## src/rtl/fp_mul_arbiter.sv

```systemverilog
// rtl/fp_mul_arbiter.sv - round-robin sharing of one pipelined FP multiplier among N_REQ requesters
// Grants one operand pair per cycle and routes each product back to its issuer after MUL_LATENCY+1 edges.
module fp_mul_arbiter #(
  parameter int          N_REQ             = 4,
  parameter int          MUL_LATENCY       = 6,
  parameter logic [31:0] ISSUE_COUNT_RESET = 32'd0
) (
  input  logic                 clk,
  input  logic                 rst,
  input  logic [N_REQ-1:0]     req_valid,
  input  logic [32*N_REQ-1:0]  req_a,
  input  logic [32*N_REQ-1:0]  req_b,
  output logic [N_REQ-1:0]     req_ready,
  output logic [31:0]          mul_a,
  output logic [31:0]          mul_b,
  output logic                 mul_ce,
  input  logic [31:0]          mul_result,
  output logic [N_REQ-1:0]     rsp_valid,
  output logic [31:0]          rsp_data,
  output logic                 busy,
  output logic [31:0]          issue_count
);

  localparam int              ID_W       = (N_REQ > 1) ? $clog2(N_REQ) : 1;
  localparam int              DEPTH      = MUL_LATENCY + 1;
  localparam logic [ID_W-1:0] LAST_RESET = ID_W'(N_REQ - 1);

  logic [ID_W-1:0]  last;
  logic [ID_W-1:0]  grant_id;
  logic             xfer;
  logic [31:0]      sel_a;
  logic [31:0]      sel_b;
  int               scan_idx;
  logic [DEPTH-1:0] tag_valid;
  logic [ID_W-1:0]  tag_id [DEPTH];

  // Rotating-priority search starting just after the last granted requester.
  always_comb begin
    req_ready = '0;
    grant_id  = '0;
    xfer      = 1'b0;
    scan_idx  = 0;
    if (mul_ce) begin
      for (int k = 1; k <= N_REQ; k++) begin
        scan_idx = (int'(last) + k) % N_REQ;
        if (!xfer && req_valid[ID_W'(scan_idx)]) begin
          xfer                      = 1'b1;
          grant_id                  = ID_W'(scan_idx);
          req_ready[ID_W'(scan_idx)] = 1'b1;
        end
      end
    end
  end

  always_comb begin
    sel_a = '0;
    sel_b = '0;
    for (int i = 0; i < N_REQ; i++) begin
      if (req_ready[i]) begin
        sel_a = req_a[32*i +: 32];
        sel_b = req_b[32*i +: 32];
      end
    end
  end

  always_ff @(posedge clk or posedge rst) begin
    if (rst) begin
      mul_ce      <= 1'b0;
      mul_a       <= '0;
      mul_b       <= '0;
      last        <= LAST_RESET;
      issue_count <= ISSUE_COUNT_RESET;
      tag_valid   <= '0;
      for (int k = 0; k < DEPTH; k++) tag_id[k] <= '0;
      rsp_valid   <= '0;
      rsp_data    <= '0;
      busy        <= 1'b0;
    end else begin
      mul_ce <= 1'b1;
      if (xfer) begin
        mul_a       <= sel_a;
        mul_b       <= sel_b;
        last        <= grant_id;
        issue_count <= issue_count + 32'd1;
      end
      // Tag stage k tracks the product issued k+1 edges ago; the last stage lines up with mul_result.
      tag_valid <= {tag_valid[DEPTH-2:0], xfer};
      tag_id[0] <= grant_id;
      for (int k = 1; k < DEPTH; k++) tag_id[k] <= tag_id[k-1];
      if (tag_valid[DEPTH-1]) begin
        rsp_valid <= N_REQ'(1) << tag_id[DEPTH-1];
        rsp_data  <= mul_result;
      end else begin
        rsp_valid <= '0;
      end
      busy <= xfer | (|tag_valid[DEPTH-2:0]);
    end
  end

endmodule
```

## config.mk

```make
export PLATFORM = sky130hd
export DESIGN_NAME = fp_mul_arbiter
export DESIGN_NICKNAME = d
export VERILOG_FILES = /design/src/rtl/fp_mul_arbiter.sv
export SDC_FILE = /design/constraint.sdc
export NUM_CORES = 1
export LEC_CHECK = 0
export ABC_AREA = 1
export CORE_MARGIN = 10
export CORE_UTILIZATION = 42
export CTS_CLUSTER_SIZE = 25
export DETAILED_ROUTE_END_ITERATION = 10
export GPL_TIMING_DRIVEN = 0
export HOLD_SLACK_MARGIN = 0.1
export PLACE_DENSITY = 0.82
export SLEW_MARGIN = 30
export SYNTH_ARGS = -nofsm -noshare
export SYNTH_HDL_FRONTEND = slang
export SYNTH_SLANG_ARGS = --single-unit
export TNS_END_PERCENT = 10
```

## constraint.sdc

```tcl
create_clock -name clk -period 5.5 [get_ports clk]
set_clock_uncertainty 0.05 [all_clocks]
set_input_delay 0.55 -clock clk [delete_from_list [all_inputs] [get_ports clk]]
set_output_delay 0.55 -clock clk [all_outputs]
set_load 0.02 [all_outputs]
```

**Word-level counts from Yosys, hierarchy flattened**

Cells that the tools add are included.
Widths: inputs -> output; s select.

- Logic and storage cells: 95
- Register bits: 157
- Input bits: 294

- Magnitude comparators: 8
- Bitwise operators: 4
- Mux-type cells: 50
- Reductions and logical operators: 11
- Shift-type cells: 1
- Add/subtract/negate cells: 5

Operators by type and width:

| operator | count |
|---|---|
| $mux 32 | 8 |
| $mux 4 | 9 |
| $add 32x1->32 const B | 1 |
| $mux 1 | 20 |
| $lt 2x4->1 const B | 4 |
| $or 4x4->4 | 3 |
| $mux 2 | 5 |
| $bmux 1 s2 | 4 |
| $demux 1 s2 | 4 |
| $ge 2x1->1 const B | 4 |
| $logic_and 1x1->1 | 7 |
| $reduce_or 6->1 | 1 |
| $add 2x1->2 const B | 2 |
| $add 2x2->2 const B | 2 |
| $shl 1x2->4 const A | 1 |
| $logic_not 1->1 | 3 |
| $or 1x1->1 | 1 |

**Depth between registers and ports, before layout**

- Word-level depth: 22
- Mapped depth: 17
- Mapped depth without buffers: 16

**Worst setup path before layout**

Ideal clock, no wire load.

- Path type: register -> output
- Start point: reg last[0]
- End point: out req_ready[2]
- Path buffers: 2
- Cell stages (with the launch flop): 15
- Data arrival time: 2.278 ns
- Setup slack: 2.622 ns
- Required time: 4.900 ns
- Cell sequence: dfstp_2 > inv_2 > ha_1 > inv_1 > nand2_4 > nand2_4 > nor2_8 > nand2_2 > nor2_2 > nand2_1 > nand3_2 > nand2_1 > buf_4 > buf_6 > inv_1

- Longest elaborated chain between the ends: 18
- Elaborated cells between the ends (all ways): 59
- Classes of those cells: add/sub (4); order compare (8); mux (34); bitwise (3); reduce/logical (10)

RTL lines:

| element | line | text |
|---|---|---|
| from (decl) | 28 | `logic [ID_W-1:0] last;` |
| from (signal assigned) | 83 | `last <= grant_id;` |
| branches (longest 16 deep; another with $lt 2x4->1) | n/a |  |
| $mux 4 (*) | 46 | `if (!xfer && req_valid[ID_W'(scan_idx)]) begin` |
| $mux 4 (*) | 43 | `if (mul_ce) begin` |
| to (decl) | 13 | `output logic [N_REQ-1:0] req_ready,` |

Mark *: on every way between the ends. The select of a mux whose other input is x is not followed.

**Worst setup path in the final report**

- Start point: reg last[1]
- End point: out req_ready[3]

Same word-level chain as after synthesis.

==> run summary <==
TIMING
--------------------------------------------------------------------------------------
Unrepaired setup endpoints after global routing .........................           no
Post-route minimum period ...............................................      4.47 ns
Summed negative setup slack over all endpoints ..........................         0 ns
Final cycle utilization of the critical path ............................        81.3%
Slew of the pin with the lowest slew margin .............................     0.617 ns
Fin. Hold Viols .........................................................            0
Total count of max-transition violations in the final report ............            0
Hold Slack ..............................................................     0.293 ns
Worst slew slack as a fraction of its limit .............................        58.8%
Final count of negative-setup-slack endpoints ...........................            0
Top achievable clock speed ..............................................    0.224 GHz

POWER AND IR DROP
--------------------------------------------------------------------------------------
Clock network power share ...............................................        15.6%
Ratio of total power to cell area .......................................   532 nW/um2
Switch share ............................................................        46.5%
Leakage power figure ....................................................   0.00685 uW
Maximum vdd drop ........................................................     0.290 mV
Proportion of power drawn by combinational gates ........................        59.7%
Seq pwr share ...........................................................        24.7%
Cell Int Power ..........................................................      4100 uW
Net switching power of the design .......................................      3560 uW

FLOORPLAN
--------------------------------------------------------------------------------------
Row count ...............................................................           53
Die Height ..............................................................       167 um
Overall die area ........................................................    27900 um2
Initial core utilization ................................................        42.9%
Die width ...............................................................       167 um
Placeable core region ...................................................    21200 um2
IO Count ................................................................          432

FINISH
--------------------------------------------------------------------------------------
Fill count ..............................................................         1783
Net count reported at finish ............................................         1996
P&R area growth vs syn ..................................................        58.5%
Fraction of layout instances using a drive strength above 1 .............        5.80%
Area used by multi-input combinational logic ............................     4340 um2
Non-Filler Instances ....................................................         1991
Leading cell type in the layout, fill and taps excluded ................. sky130_fd_sc_hd__nand2_1
Highest-count cells in the layout ignoring fill and taps ................ 506 x sky130_fd_sc_hd__nand2_1, 431 x sky130_fd_sc_hd__clkdlybuf4s50_1, 212 x sky130_fd_sc_hd__nand3_1, 155 x sky130_fd_sc_hd__dfrtp_1, 94 x sky130_fd_sc_hd__inv_1
Area taken by flip-flops and latches ....................................     3930 um2
Finished layout cell area ...............................................    14400 um2
Post-layout util ........................................................        68.0%

PLACE
--------------------------------------------------------------------------------------
Final GP Congestion .....................................................        0.940
Instance area after placement ...........................................    13800 um2
Number of placed cells counting well taps ...............................         1949
Half-perimeter wire length after detailed placement .....................     31800 um
IO Port Bufs ............................................................          431

GRT
--------------------------------------------------------------------------------------
Pin count of the biggest net entering global routing ....................           87
Vias in the first global route ..........................................         9969
Antenna violations before repair ........................................           10
Tot GR Track Use ........................................................        27.6%
Grt ovf .................................................................            0
Wire length of the first global-routing pass ............................     60500 um

CRITICAL PATH
--------------------------------------------------------------------------------------
Crit-path leading delay family .......................................... buffers and inverters
Setup Crit Path Kind .................................................... flop to output pin
Bufs and invs on worst path .............................................            6
Setup crit end kind .....................................................   output pin
Launching element type of the critical path .............................         flop
Critical Path Fanout Max ................................................           11
Critical Path Slowest Stage Cell ........................................ sky130_fd_sc_hd__dfstp_2
Worst endpoint data arrival time ........................................      3.87 ns
Cell breakdown of the critical path ..................................... inv_2 > ha_1 > inv_1 > nand2_4 > nand2_4 > nor2_8 > nand3_2 > inv_2 > nand3_1 > nand3_1 > nand2_2 > inv_2 > buf_2 > clkdlybuf4s50_1
Cell seen most often among critical-path stages ......................... sky130_fd_sc_hd__inv_2
Delay contributed by the slowest stage of the critical path .............      0.66 ns
Data required time of the worst path ....................................      4.90 ns

CTS
--------------------------------------------------------------------------------------
Number of buffers inserted during clock tree synthesis ..................           17
Count of clock tree sinks ...............................................          157
Resized cells post-CTS ..................................................            0
TritonCTS clock tree ....................................................        built
Longest Clk Path Bufs ...................................................            2
Clock slew seen by the registers of the worst setup and hold paths ......      0.07 ns
Skew-Pair Late Insertion Delay ..........................................      0.43 ns
# H-tree levels .........................................................            4
Hold buffers post-CTS ...................................................            0
Clock tree root driver cell ............................................. sky130_fd_sc_hd__clkbuf_16
Post-CTS setup-driven buffer insertion count ............................            0

LOGIC SYNTHESIS
--------------------------------------------------------------------------------------
Average size of a mapped cell ...........................................     7.31 um2
Synthesized instance count ..............................................         1242
Synthesized area ........................................................     9080 um2
Mapped Nets .............................................................         1545
Number of distinct standard cells referenced by the synthesized netlist .           35
Synthesized flop and latch total ........................................          157
Warnings, synthesis .....................................................            0
Sequential fraction of the synthesis area ...............................        43.3%

MIN PATH
--------------------------------------------------------------------------------------
Class of the most critical hold timing path ............................. flop to flop

DETAILED ROUTING
--------------------------------------------------------------------------------------
Initial DRC count .......................................................          863
Length of the first detailed-routing pass in iterations .................            5
WL per Instance .........................................................      20.2 um
Total Routed Length .....................................................     40300 um
Number of vias after detailed routing ...................................        10100
Routed vias/inst ........................................................         5.09
Post-route DRC violation count ..........................................            0
Antenna Violating Nets Remaining ........................................            0

RUN
--------------------------------------------------------------------------------------
Number of max-cap violations ............................................            0

OUTCOME
--------------------------------------------------------------------------------------
Run status .............................................................. finished clean

[cells in the mapped netlist]
cell	n	share of area, %
sky130_fd_sc_hd__a21boi_0	2	0.17
sky130_fd_sc_hd__a21oi_1	6	0.33
sky130_fd_sc_hd__a32oi_1	1	0.096
sky130_fd_sc_hd__buf_1	7	0.29
sky130_fd_sc_hd__buf_2	15	0.83
sky130_fd_sc_hd__buf_4	9	0.74
sky130_fd_sc_hd__buf_6	14	1.7
sky130_fd_sc_hd__clkbuf_1	26	1.1
sky130_fd_sc_hd__clkinv_1	1	0.041
sky130_fd_sc_hd__clkinv_2	1	0.055
sky130_fd_sc_hd__conb_1	1	0.041
sky130_fd_sc_hd__dfrtp_1	155	43
sky130_fd_sc_hd__dfstp_2	2	0.58
sky130_fd_sc_hd__ha_1	9	1.2
sky130_fd_sc_hd__inv_1	95	3.9
sky130_fd_sc_hd__inv_2	5	0.21
sky130_fd_sc_hd__nand2_1	506	21
sky130_fd_sc_hd__nand2_2	5	0.34
sky130_fd_sc_hd__nand2_4	2	0.25
sky130_fd_sc_hd__nand3_1	212	12
sky130_fd_sc_hd__nand3_2	6	0.66
sky130_fd_sc_hd__nand3b_1	61	5.0
sky130_fd_sc_hd__nand4_1	10	0.69
sky130_fd_sc_hd__nor2_1	28	1.2
sky130_fd_sc_hd__nor2_2	3	0.21
sky130_fd_sc_hd__nor2_4	1	0.12
sky130_fd_sc_hd__nor2_8	1	0.22
sky130_fd_sc_hd__nor3_1	13	0.72
sky130_fd_sc_hd__nor3_2	1	0.11
sky130_fd_sc_hd__nor4_1	4	0.28
sky130_fd_sc_hd__o21ai_0	6	0.33
sky130_fd_sc_hd__o21bai_1	1	0.083
sky130_fd_sc_hd__or2_0	3	0.21
sky130_fd_sc_hd__xnor2_1	10	0.96
sky130_fd_sc_hd__xor2_1	20	1.9
[through the flow]
| stage | setup WS, ns | power, uW |
|---|---|---|
| floorplan | 0.668 | 4650 |
| global placement | -1.72 | 6350 |
| detailed placement | 1.57 | 6450 |
| CTS | 1.06 | 7690 |
| global route | 0.819 | 8200 |
| finish | 1.03 | 7660 |
[area by class of cell]
class	instances	area share [%]
antenna	10	0.174
timing repair buffer	432	30.2
multi-input combinational	912	30.1
clock inverter	15	1.19
sequential	157	27.3
tap	275	2.39
inverter	102	2.72
buffer	71	2.95
clock buffer	17	2.96
[state kept, by name, summed over array words and instances, names as in the netlist]
signal,count
busy,1
issue_count,32
last,2
mul_a,32
mul_b,32
mul_ce,1
rsp_data,32
rsp_valid,4
tag_id,14
tag_valid,7
[final timing paths]
check | startpoint | endpoint | slack (ns) | depth (start not counted)
setup / recovery | last[1] | req_ready[3] | 1.03 | 14
hold / removal | tag_id[2] | tag_id[0] | 0.29 | 0
setup reg to reg | last[0] | issue_count[26] | 2.32 | 16
hold reg to reg | tag_id[2] | tag_id[0] | 0.29 | 0
max in group asynchronous | rst | mul_b[10] | 4.07 | 3
min in group asynchronous | rst | rsp_data[9] | 0.50 | 2
[per-layer routing]
| metal | GRT usage (%) | routed length (um) | up-vias |
|---|---|---|---|
| met2 | 45.9 | 19600 | 486 |
| li1 | - | - | 4849 |
| met3 | 8.26 | 3630 | 73 |
| met1 | 32.0 | 15500 | 4736 |
| met5 | 0 | 0 | - |
| met4 | 12.6 | 1490 | 0 |
[power groups by stage]
stage                     registers (uW)  clock network (uW)  logic [uW]
after CTS                           1890                1210        4590
after detailed placement            1900                   0        4550
after floorplan                     2320                   0        2330
after global placement              1890                   0        4470
final                               1890                1200        4570
after global routing                1940                1270        4990
[cell families (layout without fill, tap and decap cells)]
kind of cell	Yosys count	in the layout	share of synthesized area (%)
XOR/XNOR	30	30	2.89
AO/OA/AOI/OAI	16	16	1.01
adder cells (fa/ha/maj)	9	9	1.24
buffers and inverters	173	637	8.90
AND/OR/NAND/NOR	856	856	42.6
other	1	11	0.0413
flip-flops	157	157	43.3
Power figures use the tool's default switching activity.
==> RTL edit 1: new RTL, same flow settings <==
Reset style: synchronous (`rst`), changed in one clocked block.
--- a/src/rtl/fp_mul_arbiter.sv
+++ b/src/rtl/fp_mul_arbiter.sv
@@ -63,7 +63,7 @@
     end
   end
 
-  always_ff @(posedge clk or posedge rst) begin
+  always_ff @(posedge clk) begin
     if (rst) begin
       mul_ce      <= 1'b0;
       mul_a       <= '0;
Function: differs if rst is asserted again (counterexample within 4 cycles, from zero or initial values and one cycle with rst high); with rst held inactive, the same outputs for 4 cycles.
==> RTL edit 1 against the unedited design <==
Non-clock buffer count up 9. Area after synthesis down 6.0%. Routed wire length increased by 3.9%. Maximum frequency up 2.6%. Global-route usage grew 2.3 points. Sequential cell count unchanged. Clock power shrank 5%. Design area down 4.4%. Total power fell by 37%. Sequential share of layout area shrank 4.5 points. Worst setup slack better by 120 ps. Critical endpoint is now req_ready[2]. Largest power group unchanged.
==> RTL edit 1: results (changes against the unedited design) <==
GP Congestion=0.9997 (was 0.9398); final hold violations=0 (unchanged); nets=2064 (was 1996); Detailed Place HPWL=34.35 mm (was 31.78 mm); CP Max Fanout=11 (unchanged); Place WS=1607 ps (was 1572 ps); adder-cell share of the synthesized area=1.319% (was 1.240%); largest net degree at the start of global routing=17 (was 87); layout cells sized above 1=5.133% (was 5.803%); HP Class=flip-flop to flip-flop (unchanged); Setup Fix Bufs, Post-CTS=0 (unchanged); Synth area leaders=dfxtp_1, nand2_1, a21oi_1 (was dfrtp_1, nand2_1, nand3_1); Initial DRC Count=846 (was 863); clock-pin slew on the worst setup and hold paths=60 ps; Longest Clk Path Bufs=2 (unchanged); Synth Area in XOR/XNOR=1.744% (was 2.894%); max-capacitance violation count=0 (unchanged); mux cell area share after synthesis=0% (unchanged); Initial DRT Pass Iterations=5 (unchanged); total CTS buffers=17 (unchanged); r2r setup slk=2030 ps (was 2320 ps); Net Count, Synth=1614 (was 1545); GRT Resource Usage Total=29.92% (was 27.57%); Synth async-reset ratio=0% (was 100.0%); top cells by count, synth=nand2_1, dfxtp_1, a21oi_1 (was nand2_1, nand3_1, dfrtp_1); global-route wire length before repair=60.93 mm (was 60.52 mm); antenna violations before repair=2 (was 10); LEAKAGE=0.005426 uW (was 0.006846 uW); Post-Route WL=41.86 mm (was 40.28 mm); root buf cell=clkbuf_16 (unchanged); FILL cells=1764 (was 1783); post-CTS resize count=0 (unchanged); outcome=finished, final reports clean (unchanged); Skew-Pair Late Insertion Delay=420 ps; Synth Area in Compound Gates=18.98% (was 1.006%); measured slew at the worst slew-check pin=840.9 ps (was 617.4 ps); Seq/Total Area, Yosys=36.81% (was 43.30%); synth warn=0 (unchanged); top_reg_cell synth=dfxtp_1 (was dfrtp_1); Hold WS=357.3 ps (was 293.0 ps); VDD IR-drop max=0.2063 mV (was 0.2904 mV); vias in the first global route=10080 (was 9969); fmax=229.6 MHz (was 223.7 MHz); Buffers on Ports=431 (unchanged); Worst EP arrival=3760 ps (was 3870 ps); Yosys cell types=41 (was 35); Clock H-tree levels=4 (unchanged); Avg Vias per Cell=5.155 (was 5.095)
## RTL edit 1: worst paths after layout
kind / start / end / depth (start not counted)
min: tag_id[4][0]$_SDFF_PP0_ / tag_id[5][0]$_SDFF_PP0_ / 2
max reg2reg: last[0]$_SDFFE_PP1P_ / mul_b[0]$_SDFFE_PP0P_ / 16
max: last[0]$_SDFFE_PP1P_ / req_ready[2] / 15
min reg2reg: tag_id[4][0]$_SDFF_PP0_ / tag_id[5][0]$_SDFF_PP0_ / 2
## RTL edit 1: worst max-delay path, stage by stage, from the launching register on
cell	delay, ps
dfxtp_1	540
inv_2	200
ha_1	380
inv_1	120
nand2_4	120
nand2_4	70
nor2_4	180
nand3_2	140
inv_2	110
nand3_1	80
nand3_2	180
nand2_2	190
buf_6	210
buf_6	150
inv_1	50
clkdlybuf4s50_1	610
## RTL edit 1: cells by family after synthesis
family,Yosys count
buf+inv,207
compound gates,318
fa+ha+maj,9
xor+xnor,17
flops,157
simple gates,603
## RTL edit 1: per-layer routing
layer,GRT usage (%),part of all wire [%],routed length [um],vias up
li1,-,-,-,5165
met1,34.52,38,15800,4828
met2,52.67,51,21180,500
met3,8.316,9.4,3920,49
met4,8.975,2.3,954,0
met5,0,0,0,-
## RTL edit 1: through the flow
step	util (%)	power (uW)	cells	cell area (um2)
floorplan	-	2703	1311	8538
global placement	65.61	3657	2012	13190
detailed placement	65.61	3685	2012	13190
CTS	68.40	4834	2043	13750
global route	68.43	5104	2045	13760
finish	68.43	4824	2045	13760
## RTL edit 1: report_power, final
| group | internal [uW] | switching, uW |
|---|---|---|
| logic | 913 | 1390 |
| clock network | 630 | 513 |
| registers | 1290 | 93.8 |
## RTL edit 1: final cells by class
cell class                      count  area (um2)  share of cell area [%]
Clock buffer                       17       425.4                   3.092
Multi-Input combinational cell    947        4488                   32.62
Antenna cell                        2       5.005                 0.03638
Buffer                             81       429.2                   3.120
Sequential cell                   157        3143                   22.85
Timing Repair Buffer              431        4314                   31.36
Clock inverter                     14       136.4                  0.9914
Inverter                          126       478.0                   3.474
Tap cell                          270       337.8                   2.456
==> RTL edit 2: new RTL, same flow settings <==
Made on the original files. Set the parameter `MUL_LATENCY` to 7 (it was 6).
--- a/src/rtl/fp_mul_arbiter.sv
+++ b/src/rtl/fp_mul_arbiter.sv
@@ -2,7 +2,7 @@
 // Grants one operand pair per cycle and routes each product back to its issuer after MUL_LATENCY+1 edges.
 module fp_mul_arbiter #(
   parameter int          N_REQ             = 4,
-  parameter int          MUL_LATENCY       = 6,
+  parameter int          MUL_LATENCY       = 7,
   parameter logic [31:0] ISSUE_COUNT_RESET = 32'd0
 ) (
   input  logic                 clk,
Behaviour: no difference found for any inputs over 4 cycles, from zero or initial values and one cycle with rst high; that may be too few to reach the edited logic, so the function may still have changed.
==> RTL edit 2 against the unedited design <==
Sequential share of layout area rose by 0.31 points. Design area rose by 0.76%. Area after synthesis rose by 1.1%. Synthesized cell count fell by 0.40%. Critical path type unchanged. Hold slack improved by 5.5 ps. Highest routed layer is now met5. Routed wire length rose by 3.0%. Global-route usage rose by 0.88 points. Maximum frequency rose by 5.0%. Cell count did not move. Core utilization fell by 1.2 points. Total power rose by 1.9%. Worst setup slack improved by 210 ps. Sequential cell count rose by 3.
==> RTL edit 2: results (changes against the unedited design) <==
Clock H-tree levels=4 (unchanged); antenna violations before repair=13 (was 10); Longest Clk Path Bufs=2 (unchanged); root buf cell=clkbuf_16 (unchanged); post-CTS resize count=0 (unchanged); FF-to-FF path depth=13 (was 16); synth warn=0 (unchanged); outcome=finished, final reports clean (unchanged); worst hold start=tag_id[15]$_DFF_PP0_ (was tag_id[2]$_DFF_PP0_); wire per inst=20.83 um (was 20.23 um); RR Endpoint=mul_b[7]$_DFFE_PP0P_ (was issue_count[26]$_DFFE_PP0P_); HP Class=flip-flop to flip-flop (unchanged); LEAKAGE=0.006839 uW (was 0.006846 uW); max incr delay on CP=660 ps (about the same); Worst Hold Depth=0 (unchanged); GRT Resource Usage Total=28.46% (was 27.57%); r2r setup slk=2200 ps (was 2320 ps); Avg Vias per Cell=5.136 (was 5.095); r2r startpoint=last[1]$_DFFE_PP1P_ (was last[0]$_DFFE_PP1P_); Setup Fix Bufs, Post-CTS=0 (unchanged); largest net degree at the start of global routing=83 (was 87); top_reg_cell synth=dfrtp_1 (unchanged); layout cells sized above 1=6.290% (was 5.803%); GP Congestion=0.9797 (was 0.9398); CP Max Fanout=11 (unchanged); Worst EP arrival=3660 ps (was 3870 ps); slowest stage cell, crit path=dfstp_2 (unchanged); Detailed Place HPWL=33.22 mm (was 31.78 mm); instance area at placement=13910 um2 (was 13770 um2); Place WS=1751 ps (was 1572 ps); max_slew headroom=47.33% (was 58.84%); FILL cells=1890 (was 1783); adder-cell share of the synthesized area=1.227% (was 1.240%); Hold EP=tag_id[13]$_DFF_PP0_ (was tag_id[0]$_DFF_PP0_); Initial DRC Count=888 (was 863); mux cell area share after synthesis=0% (unchanged); Synth async-reset ratio=100.0% (unchanged); Net Count, Synth=1540 (was 1545); clock-pin slew on the worst setup and hold paths=about 60 ps; nets=1992 (was 1996); Yosys cell types=36 (was 35); fin crit period=4257 ps (was 4471 ps); top cells by count, synth=nand2_1, nand3_1, dfrtp_1 (unchanged); Synth Area in Compound Gates=1.172% (was 1.006%); Synth area leaders=dfrtp_1, nand2_1, nand3_1 (unchanged); total CTS buffers=17 (unchanged); Seq/Total Area, Yosys=43.64% (was 43.30%); Skew-Pair Late Insertion Delay=430 ps (about the same); Initial DRT Pass Iterations=5 (unchanged); Synth Area in XOR/XNOR=2.958% (was 2.894%); Buffers on Ports=431 (unchanged); vias in the first global route=9930 (was 9969); global-route wire length before repair=61.91 mm (was 60.52 mm); VDD IR-drop max=0.2293 mV (was 0.2904 mV)
RTL edit 2: metal layers:
layer,track usage (%),part of all wire (%),vias up
met4,13.25,4.0,8
met2,45.17,48,491
li1,-,-,4848
met3,9.709,9.5,88
met1,34.11,39,4791
met5,0,0.15,-
RTL edit 2: logic make-up (layout without fill, tap and decap cells):
logic type	Yosys count	after routing
flip-flops	160	160
adder cells (fa/ha/maj)	9	9
AND/OR/NAND/NOR	846	846
XOR/XNOR	31	31
other	1	11
AO/OA/AOI/OAI	18	18
buffers and inverters	172	636
RTL edit 2: where the power goes:
part | switching (uW) | internal (uW) | leakage (uW)
Clock | 547 | 622 | 0.000284
Combinational | 2790 | 1890 | 0.00453
Sequential | 295 | 1660 | 0.00203
Total | 3640 | 4170 | 0.00684
RTL edit 2: cell type report:
class / instances / area, um2 / area share [%]
Timing Repair Buffer: 433 / 4369 / 30.13
Tap cell: 280 / 350.3 / 2.416
Inverter: 101 / 386.6 / 2.666
Buffer: 71 / 425.4 / 2.933
Sequential cell: 160 / 4006 / 27.62
Clock buffer: 19 / 452.9 / 3.123
Clock inverter: 12 / 117.6 / 0.8110
Multi-Input combinational cell: 905 / 4369 / 30.13
Antenna cell: 10 / 25.02 / 0.1725
RTL edit 2: how the worst max path moves through the flow:
stage | cells past startpoint | startpoint | to
global placement | 2 | rst | mul_b[30]$_DFFE_PP0P_
finish | 12 | last[1]$_DFFE_PP1P_ | req_ready[3]
CTS | 12 | last[1]$_DFFE_PP1P_ | req_ready[3]
global route | 12 | last[1]$_DFFE_PP1P_ | req_ready[3]
floorplan | 1 | rst | busy$_DFF_PP0_
detailed placement | 12 | last[1]$_DFFE_PP1P_ | req_ready[3]
RTL edit 2: critical path: cells and delay by family (launching register included):
family	cells	cell delay, ps
adder cells (fa/ha/maj)	1	350
flip-flops	1	660
AO/OA/AOI/OAI	1	160
buffers and inverters	5	1370
AND/OR/NAND/NOR	5	650
RTL edit 2: per-stage QoR:
step	setup TNS, ps	instances	hold WS (ps)
final	0	1991	298.4
after global routing	0	1989	301.8
after CTS	0	1981	300.6
after detailed placement	0	1950	284.7
after global placement	-278200	1948	281.5
after floorplan	0	1237	281.2
